### src/rtl/approx_or_adder_seq.sv
// Multi-cycle lower-part-OR approximate adder with a parallel exact reference,
// CHUNK bits per cycle, valid/ready on both sides and a saturating error counter.
module approx_or_adder_seq #(
    parameter  int WIDTH = 16,
    parameter  int CHUNK = 4,
    parameter  int MAX_K = 8,
    parameter  int CNT_W = 16,
    localparam int K_W   = $clog2(MAX_K + 1)
) (
    input  logic             clk,
    input  logic             rst,
    input  logic             in_valid,
    output logic             in_ready,
    input  logic [WIDTH-1:0] a,
    input  logic [WIDTH-1:0] b,
    input  logic             cin,
    input  logic [K_W-1:0]   k,
    output logic             out_valid,
    input  logic             out_ready,
    output logic [WIDTH-1:0] sum,
    output logic             cout,
    output logic             err_flag,
    output logic [CNT_W-1:0] err_cnt,
    input  logic             cnt_clr
);

    localparam int NCHUNK = WIDTH / CHUNK;
    localparam int IDX_W  = (NCHUNK > 1) ? $clog2(NCHUNK) : 1;

    typedef enum logic [1:0] {
        S_IDLE,
        S_ADD,
        S_DONE
    } state_t;

    state_t r_state;
    state_t w_state_nxt;

    // r_a / r_b shift right one chunk per ADD cycle; the approximate and exact
    // result chunks are shifted in at the top, so they end up holding the sums.
    logic [WIDTH-1:0] r_a;
    logic [WIDTH-1:0] r_b;
    logic [WIDTH-1:0] r_mask;
    logic [WIDTH-1:0] r_top;
    logic             r_ap_c;
    logic             r_ex_c;
    logic [IDX_W-1:0] r_idx;

    logic [WIDTH-1:0] r_sum;
    logic             r_cout;
    logic             r_err;
    logic [CNT_W-1:0] r_cnt;

    logic [K_W-1:0]   w_keff;
    logic [WIDTH-1:0] w_mask;
    logic [WIDTH-1:0] w_top;
    logic [CHUNK-1:0] w_ap_chunk;
    logic [CHUNK-1:0] w_ex_chunk;
    logic             w_ap_cout;
    logic             w_ex_cout;
    logic [WIDTH-1:0] w_ap_next;
    logic [WIDTH-1:0] w_ex_next;
    logic             w_last;
    logic             w_deliver;

    assign w_keff = (k > K_W'(MAX_K)) ? K_W'(MAX_K) : k;

    // w_mask marks approximate bit positions; w_top marks bit K-1, whose AND
    // becomes the carry into the exact part.
    always_comb begin
        w_mask = '0;
        w_top  = '0;
        for (int p = 0; p < WIDTH; p++) begin
            w_mask[p] = (p < int'(w_keff));
            w_top[p]  = (p == int'(w_keff) - 1);
        end
    end

    // NOTE: the carry chain is a combinational ripple inside one process, so
    // the running carries use blocking assignments; registers elsewhere use <=.
    always_comb begin
        logic c_ap;
        logic c_ex;
        logic ab;
        logic bb;
        c_ap       = r_ap_c;
        c_ex       = r_ex_c;
        w_ap_chunk = '0;
        w_ex_chunk = '0;
        for (int j = 0; j < CHUNK; j++) begin
            ab = r_a[j];
            bb = r_b[j];
            if (r_mask[j]) begin
                w_ap_chunk[j] = ab | bb;
                c_ap          = r_top[j] & ab & bb;
            end else begin
                w_ap_chunk[j] = ab ^ bb ^ c_ap;
                c_ap          = (ab & bb) | (c_ap & (ab ^ bb));
            end
            w_ex_chunk[j] = ab ^ bb ^ c_ex;
            c_ex          = (ab & bb) | (c_ex & (ab ^ bb));
        end
        w_ap_cout = c_ap;
        w_ex_cout = c_ex;
    end

    assign w_ap_next = WIDTH'({w_ap_chunk, r_a} >> CHUNK);
    assign w_ex_next = WIDTH'({w_ex_chunk, r_b} >> CHUNK);
    assign w_last    = (r_idx == IDX_W'(NCHUNK - 1));
    assign w_deliver = (r_state == S_DONE) && out_ready;

    always_ff @(posedge clk) begin
        if (rst) r_state <= S_IDLE;
        else     r_state <= w_state_nxt;
    end

    always_comb begin
        w_state_nxt = r_state;
        case (r_state)
            S_IDLE:  if (in_valid) w_state_nxt = S_ADD;
            S_ADD:   if (w_last) w_state_nxt = S_DONE;
            S_DONE:  if (out_ready) w_state_nxt = S_IDLE;
            default: w_state_nxt = S_IDLE;
        endcase
    end

    always_comb begin
        in_ready  = 1'b0;
        out_valid = 1'b0;
        case (r_state)
            S_IDLE:  in_ready  = 1'b1;
            S_DONE:  out_valid = 1'b1;
            default: ;
        endcase
    end

    always_ff @(posedge clk) begin
        if (rst) begin
            r_a    <= '0;
            r_b    <= '0;
            r_mask <= '0;
            r_top  <= '0;
            r_ap_c <= 1'b0;
            r_ex_c <= 1'b0;
            r_idx  <= '0;
            r_sum  <= '0;
            r_cout <= 1'b0;
            r_err  <= 1'b0;
        end else begin
            case (r_state)
                S_IDLE: begin
                    if (in_valid) begin
                        r_a    <= a;
                        r_b    <= b;
                        r_mask <= w_mask;
                        r_top  <= w_top;
                        r_ap_c <= (w_keff == '0) ? cin : 1'b0;
                        r_ex_c <= cin;
                        r_idx  <= '0;
                    end
                end
                S_ADD: begin
                    r_a    <= w_ap_next;
                    r_b    <= w_ex_next;
                    r_mask <= r_mask >> CHUNK;
                    r_top  <= r_top >> CHUNK;
                    r_ap_c <= w_ap_cout;
                    r_ex_c <= w_ex_cout;
                    if (w_last) begin
                        r_idx  <= '0;
                        r_sum  <= w_ap_next;
                        r_cout <= w_ap_cout;
                        r_err  <= ({w_ap_cout, w_ap_next} != {w_ex_cout, w_ex_next});
                    end else begin
                        r_idx <= r_idx + IDX_W'(1);
                    end
                end
                default: ;
            endcase
        end
    end

    // Clear wins over a coincident increment; the count sticks at all-ones.
    always_ff @(posedge clk) begin
        if (rst)                                   r_cnt <= '0;
        else if (cnt_clr)                          r_cnt <= '0;
        else if (w_deliver && r_err && r_cnt != '1) r_cnt <= r_cnt + CNT_W'(1);
    end

    assign sum      = r_sum;
    assign cout     = r_cout;
    assign err_flag = r_err;
    assign err_cnt  = r_cnt;

endmodule

### config.mk
export PLATFORM = sky130hd
export DESIGN_NAME = approx_or_adder_seq
export DESIGN_NICKNAME = d
export VERILOG_FILES = /design/src/rtl/approx_or_adder_seq.sv
export SDC_FILE = /design/constraint.sdc
export NUM_CORES = 1
export LEC_CHECK = 0
export BUFFER_PORTS_ARGS = -buffer_cell sky130_fd_sc_hd__buf_4
export CORE_MARGIN = 2
export CORE_UTILIZATION = 56
export CTS_CLUSTER_DIAMETER = 120
export DETAILED_ROUTE_END_ITERATION = 12
export PLACE_DENSITY = 0.89
export RECOVER_POWER = 25
export SLEW_MARGIN = 20
export SYNTH_ARGS = -nofsm -noshare
export SYNTH_HDL_FRONTEND = slang
export SYNTH_SLANG_ARGS = --single-unit
### constraint.sdc
create_clock -name clk -period 4.3 [get_ports clk]
set_input_delay 0.86 -clock clk [delete_from_list [all_inputs] [get_ports clk]]
set_output_delay 0.86 -clock clk [all_outputs]
set_load 0.005 [all_outputs]
# ---- Word level (Yosys, flattened, before mapping)
# Cells that the tools add are included.
dict set report totals {
  register_bits 104
  inputBits 42
  out_inout_bits 36
  word_cells 140
}
dict set report classes {
  n_addsub 3
  order_cmp 16
  n_eq_ne 23
  n_mux 31
  bitwise 44
  reduce_logical 11
}
# cell count
set op_table {}
lappend op_table {{case mux 16 bit (2 select lines)} 4}
lappend op_table {{two-way mux 16 bit} 4}
lappend op_table {{== test 5 bit (first input constant)} 8}
lappend op_table {{logical NOT 32 bit} 1}
lappend op_table {{less-than comparator 4 bit (first input constant)} 7}
lappend op_table {{bitwise AND 1 bit} 20}
lappend op_table {{== test 4 x 5 -> 1 bit (first input constant)} 4}
lappend op_table {{!= test 17 bit} 1}
lappend op_table {{adder 16 x 1 -> 16 bit (second input constant)} 1}
lappend op_table {{less-than comparator 3 x 4 -> 1 bit (first input constant)} 4}
lappend op_table {{!= test 16 bit (second input constant)} 1}
lappend op_table {{two-way mux 1 bit} 13}
lappend op_table {{OR 1 bit} 12}
lappend op_table {{XOR 1 bit} 12}
lappend op_table {{== test 3 x 5 -> 1 bit (first input constant)} 2}
lappend op_table {{two-way mux 2 bit} 5}
lappend op_table {{less-than comparator 1 x 4 -> 1 bit (first input constant)} 2}
lappend op_table {{less-than comparator 2 x 4 -> 1 bit (first input constant)} 2}
lappend op_table {{!= test 2 bit (second input constant)} 3}
lappend op_table {{case mux 2 bit (3 select lines)} 1}
lappend op_table {{== test 2 x 5 -> 1 bit (first input constant)} 1}
lappend op_table {{subtractor 4 x 1 -> 5 bit (second input constant)} 1}
lappend op_table {{== test 2 bit (second input constant)} 2}
lappend op_table {{> comparator 4 bit (second input constant)} 1}
lappend op_table {{other kinds (12)} 16}

# ---- Longest topological paths before layout
dict set report logic_depth {
  depth_word 14
  ltp_mapped 15
  depth_no_buf 15
}

# ---- Least setup slack after synthesis
# No wires, ideal clock.
dict set report synth_path {
  kind {flip-flop to flip-flop}
  start {reg r_a[0]}
  end {reg r_err (netlist: err_flag)}
  setup_ps 127
  arrival_time_ps 3082
  required_ps 4173
  slack_ps 1091
  path_stages_with_launch 15
  n_path_buf 0
  synth_period_minus_slack_ps 3209
  path_cell_list {dfxtp_1 > inv_1 > fa_1 > nor2_1 > a41oi_1 > fa_1 > o21ai_0 > fa_1 > inv_1 > o21ai_0 > fa_1 > o21ai_0 > xnor2_1 > nor4_1 > a31oi_1}
}
dict set report synth_between {
  elab_chain_cells 14
}
# element line
set synth_lines {}
lappend synth_lines {{start, declared} 41} ;# logic [WIDTH-1:0] r_a;
lappend synth_lines {{start signal, assigned} 163} ;# r_a <= w_ap_next;
lappend synth_lines {{XOR 1 bit} -}
lappend synth_lines {{bitwise AND 1 bit} 98} ;# c_ap = (ab & bb) | (c_ap & (ab ^ bb));
lappend synth_lines {{OR 1 bit} 98}
lappend synth_lines {{two-way mux 1 bit} 93} ;# if (r_mask[j]) begin
lappend synth_lines {{bitwise AND 1 bit} 98}
lappend synth_lines {{OR 1 bit} 98}
lappend synth_lines {{two-way mux 1 bit} 93}
lappend synth_lines {{bitwise AND 1 bit} 98}
lappend synth_lines {{OR 1 bit} 98}
lappend synth_lines {{two-way mux 1 bit} 93}
lappend synth_lines {{bitwise AND 1 bit} 98}
lappend synth_lines {{OR 1 bit} 98}
lappend synth_lines {{two-way mux 1 bit} 93}
lappend synth_lines {{!= test 17 bit *} 173} ;# r_err <= ({w_ap_cout, w_ap_next} != {w_ex_cout, w_ex_next});
lappend synth_lines {{end signal, assigned} 173}
lappend synth_lines {{end, declared} 51} ;# logic r_err;
# Mark *: on every way between the ends. The rest lies on a longest branch, timed or not.
# A chain may end at the register's enable or synchronous reset.

# ---- Final worst setup path
# Same ends and word-level chain as after synthesis.

==> qor.txt <==
Top FF cell, synth - dfxtp_1
Layout net count - 715
Total track usage - 0.255
Final setup viols - 0
Synthesized cell area - 0.00485 mm^2
Largest net degree at the start of global routing - 83
Mux cell area share after synthesis - 0.00619
Vias in the first global route - 4180
Top cell type by total area after synthesis - dfxtp_1
Worst Hold End - sum[3]$_SDFFE_PP0P_
Worst-path fanout max - 4
Ys Warns - 0
CTS max path bufs - 2
Max cap viols - 1
Root cell of the clock tree - clkbuf_8
Crit Reg-Reg Endpoint - err_flag$_SDFFE_PP0P_
Internal power - 1.36 mW
Hold slack - 0.458 ns
Depth of the most critical reg-to-reg path - 14
Slowest-stage cell, CP - dfxtp_1
CTS H-tree depth - 3
Reg2reg start - r_a[0]$_SDFFE_PP0P_
Slew headroom - -0.0924
Fmax - 274 MHz
Yosys cell types - 48
Crit Path Class - register to register
Number of fill cells in the layout - 665
Critical-path cell list - inv_1, fa_1, nor2_1, a41oi_1, fa_1, o21ai_0, fa_1, inv_1, o21ai_0, fa_1, o21ai_0, xnor2_1, nor4_1, a31oi_1
Delay-heaviest family, CP - adder cells
Most common cell in the synthesized netlist - nor2_1
Clk sink count - 103
PortBufs - 77
Post-Synth XOR/XNOR Area - 0.0506
CTS Buf Count - 9
Failing checks - max-capacitance violations, max-slew violations
Arrival time worst endpoint - 3.90 ns
Share of post-route cells with drive strength above 1 - 0.155
IO Pins - 78
Die Wd - 97.0 um
Startpoint Class - register
Worst Path Required - 4.55 ns
Ys async rst share - 0
Sequential power share - 0.545
Critical path origin - r_a[0]$_SDFFE_PP0P_
Register area - 0.00206 mm^2
Ant diodes - 0
Post-route clock skew - 0.0127 ns
Largest family of logic cells by synthesized area - simple AND/OR/NAND/NOR gates
Final Cycle Share - 0.850
Setup bufs post-CTS - 0
Peak supply drop - 0.219 mV
Syn Area/Cell - 8.03 um^2
Initial DRC count - 359
Critical path's largest stage delay - 0.44 ns
CTS tree - built
Combinational power share - 0.166
Worst hold-check path type - register to register
Average wire per standard cell - 15.6 um
Via count - 4472
R2r setup slk - 0.65 ns
CTS resizes - 0
Core area - 0.00830 mm^2
Endpoint class of the critical path - register
Routability cong. - 0.895
Worst-path clk slew - 0.10 ns
Adder-cell share of the synthesized area - 0.0485
1st-pass router iterations - 5
First-pass GRT wire length - 19800 um
Clk Latency, worst-skew pair - 0.36 ns
Hold path start - sum[3]$_SDFFE_PP0P_
Critical path's most frequent cell - fa_1
Synth top cells by count - nor2_1 (130), dfxtp_1 (103), nand2_1 (58)
Seq cells post-synth - 103
Residual DRC - 0
Die ar. - 0.00942 mm^2
Switching Share - 0.293
Cells after Synth - 604
Syn-to-layout area delta - 15.7%
Count of final hold-check violations - 0
Crit path time final - 3.65 ns
Simple-Gate Fraction of Synth Area - 0.284
Syn_nets - 660
# hold bufs at CTS - 0
Ranking of synthesized cells by area - dfxtp_1 (43%), nor2_1 (10%), a21oi_1 (5.3%), nand2_1 (4.5%), fa_1 (3.3%)
Proportion of netlist area held by the largest area contributor - 0.425
Sw Pwr - 0.566 mW
Worst hold stages - 2
Post-synth EDFFs - 0
Initial antenna violation count - 0
Leakage - 2.29 nW
Starting Density - 0.584
Buf/Inv on CP - 2
Clock Power Share - 0.289
Vert. Die Dim - 97.0 um
Slew @ Worst Pin - 1.64 ns
Setup TNS - 0 ns
Seq/Total Area, Yosys - 0.425
Pwr dens - 344 mW/mm^2
HPWL after DPL - 8510 um
Compound-Gate Fraction of Synth Area - 0.140
GR Overflow Total - 0
Slew Viols, Final - 83
Unrepaired setup endpoints after global routing - false
Area of the multi-input gates - 0.00257 mm^2
Total Wirelength - 12000 um
Row count - 33
Vias per cell - 5.82
Routed Antenna Nets - 0
Outcome - finished with violations
area by class of cell:
class | instances | area share
clock buffer | 12 | 0.0259
sequential | 103 | 0.368
timing repair buffer | 82 | 0.107
inverter | 18 | 0.0120
tap | 105 | 0.0234
multi-input combinational | 445 | 0.458
clock inverter | 4 | 0.00535
worst reg2reg max path, delay by kind of cell, from the launching register on:
kind	cells	cell delay, ns
AND/OR/NAND/NOR	2	0.36
flip-flops	1	0.44
adder cells (fa/ha/maj)	4	1.44
buffers and inverters	2	0.14
AO/OA/AOI/OAI	5	0.99
XOR/XNOR	1	0.15
worst max path at each step:
| stage | slack, ns | endpoint | cells past startpoint |
|---|---|---|---|
| 2_1_floorplan | 1.09 | err_flag$_SDFFE_PP0P_ | 14 |
| 3_3_place_gp | 0.96 | err_flag$_SDFFE_PP0P_ | 14 |
| 3_5_place_dp | 0.71 | err_flag$_SDFFE_PP0P_ | 14 |
| 4_1_cts | 0.65 | err_flag$_SDFFE_PP0P_ | 14 |
| 5_1_grt | 0.31 | err_flag$_SDFFE_PP0P_ | 14 |
| 6_report | 0.65 | err_flag$_SDFFE_PP0P_ | 14 |
stage by stage:
| step | cell area, um^2 | instances | worst slack (ns) | power [mW] | utilization |
|---|---|---|---|---|---|
| floorplan | 4850 | 604 | 1.09 | 1.28 | - |
| global placement | 5450 | 753 | 0.962 | 1.37 | 0.656 |
| detailed placement | 5450 | 753 | 0.708 | 1.38 | 0.656 |
| CTS | 5620 | 769 | 0.652 | 1.93 | 0.677 |
| global route | 5610 | 769 | 0.314 | 2.00 | 0.676 |
| finish | 5610 | 769 | 0.647 | 1.93 | 0.676 |
power groups by stage:
stage	Clock, mW	Sequential, mW	Combinational (mW)
2_1_floorplan	0	1.05	0.227
3_3_place_gp	0	1.07	0.300
3_5_place_dp	0	1.07	0.313
4_1_cts	0.563	1.05	0.317
5_1_grt	0.591	1.06	0.353
6_report	0.556	1.05	0.320
metal layers:
metal	vias up	global-route usage	wire length (um)
met1	2111	0.328	5070
met4	0	0.114	369
met5	-	0	0
li1	2161	-	-
met3	35	0.0412	741
met2	165	0.421	5840
cells in the final DEF (no fill, tap or decap), drive strengths merged, types with 6 or more instances in the layout:
| master | count |
|---|---|
| nor2 | 130 |
| dfxtp | 103 |
| nand2 | 58 |
| a21oi | 51 |
| buf | 49 |
| clkbuf | 45 |
| nor3 | 30 |
| nor2b | 22 |
| inv | 19 |
| xnor2 | 18 |
| a22oi | 11 |
| and2 | 11 |
| xor2 | 10 |
| a311oi | 9 |
| nand3 | 9 |
| a211oi | 8 |
| nor4 | 8 |
| fa | 8 |
| nand2b | 7 |
| a222oi | 7 |
| ha | 6 |
| nand4 | 6 |
state kept, by name, indices dropped and copies added (netlist names):
signal	flops
r_ex_c	1
r_a	16
err_cnt	16
r_ap_c	1
r_top	16
err_flag	1
cout	1
sum	16
r_state	2
r_mask	15
r_b	16
r_idx	2
cells by family (layout without fill, tap and decap cells):
group                    after synthesis  count (layout)
AND/OR/NAND/NOR                      296             296
AO/OA/AOI/OAI                        104             104
flip-flops                           103             103
buffers and inverters                 56             116
XOR/XNOR                              28              28
adder cells (fa/ha/maj)               14              14
multiplexers                           3               3
No activity file was read; power rests on OpenSTA's default activity.
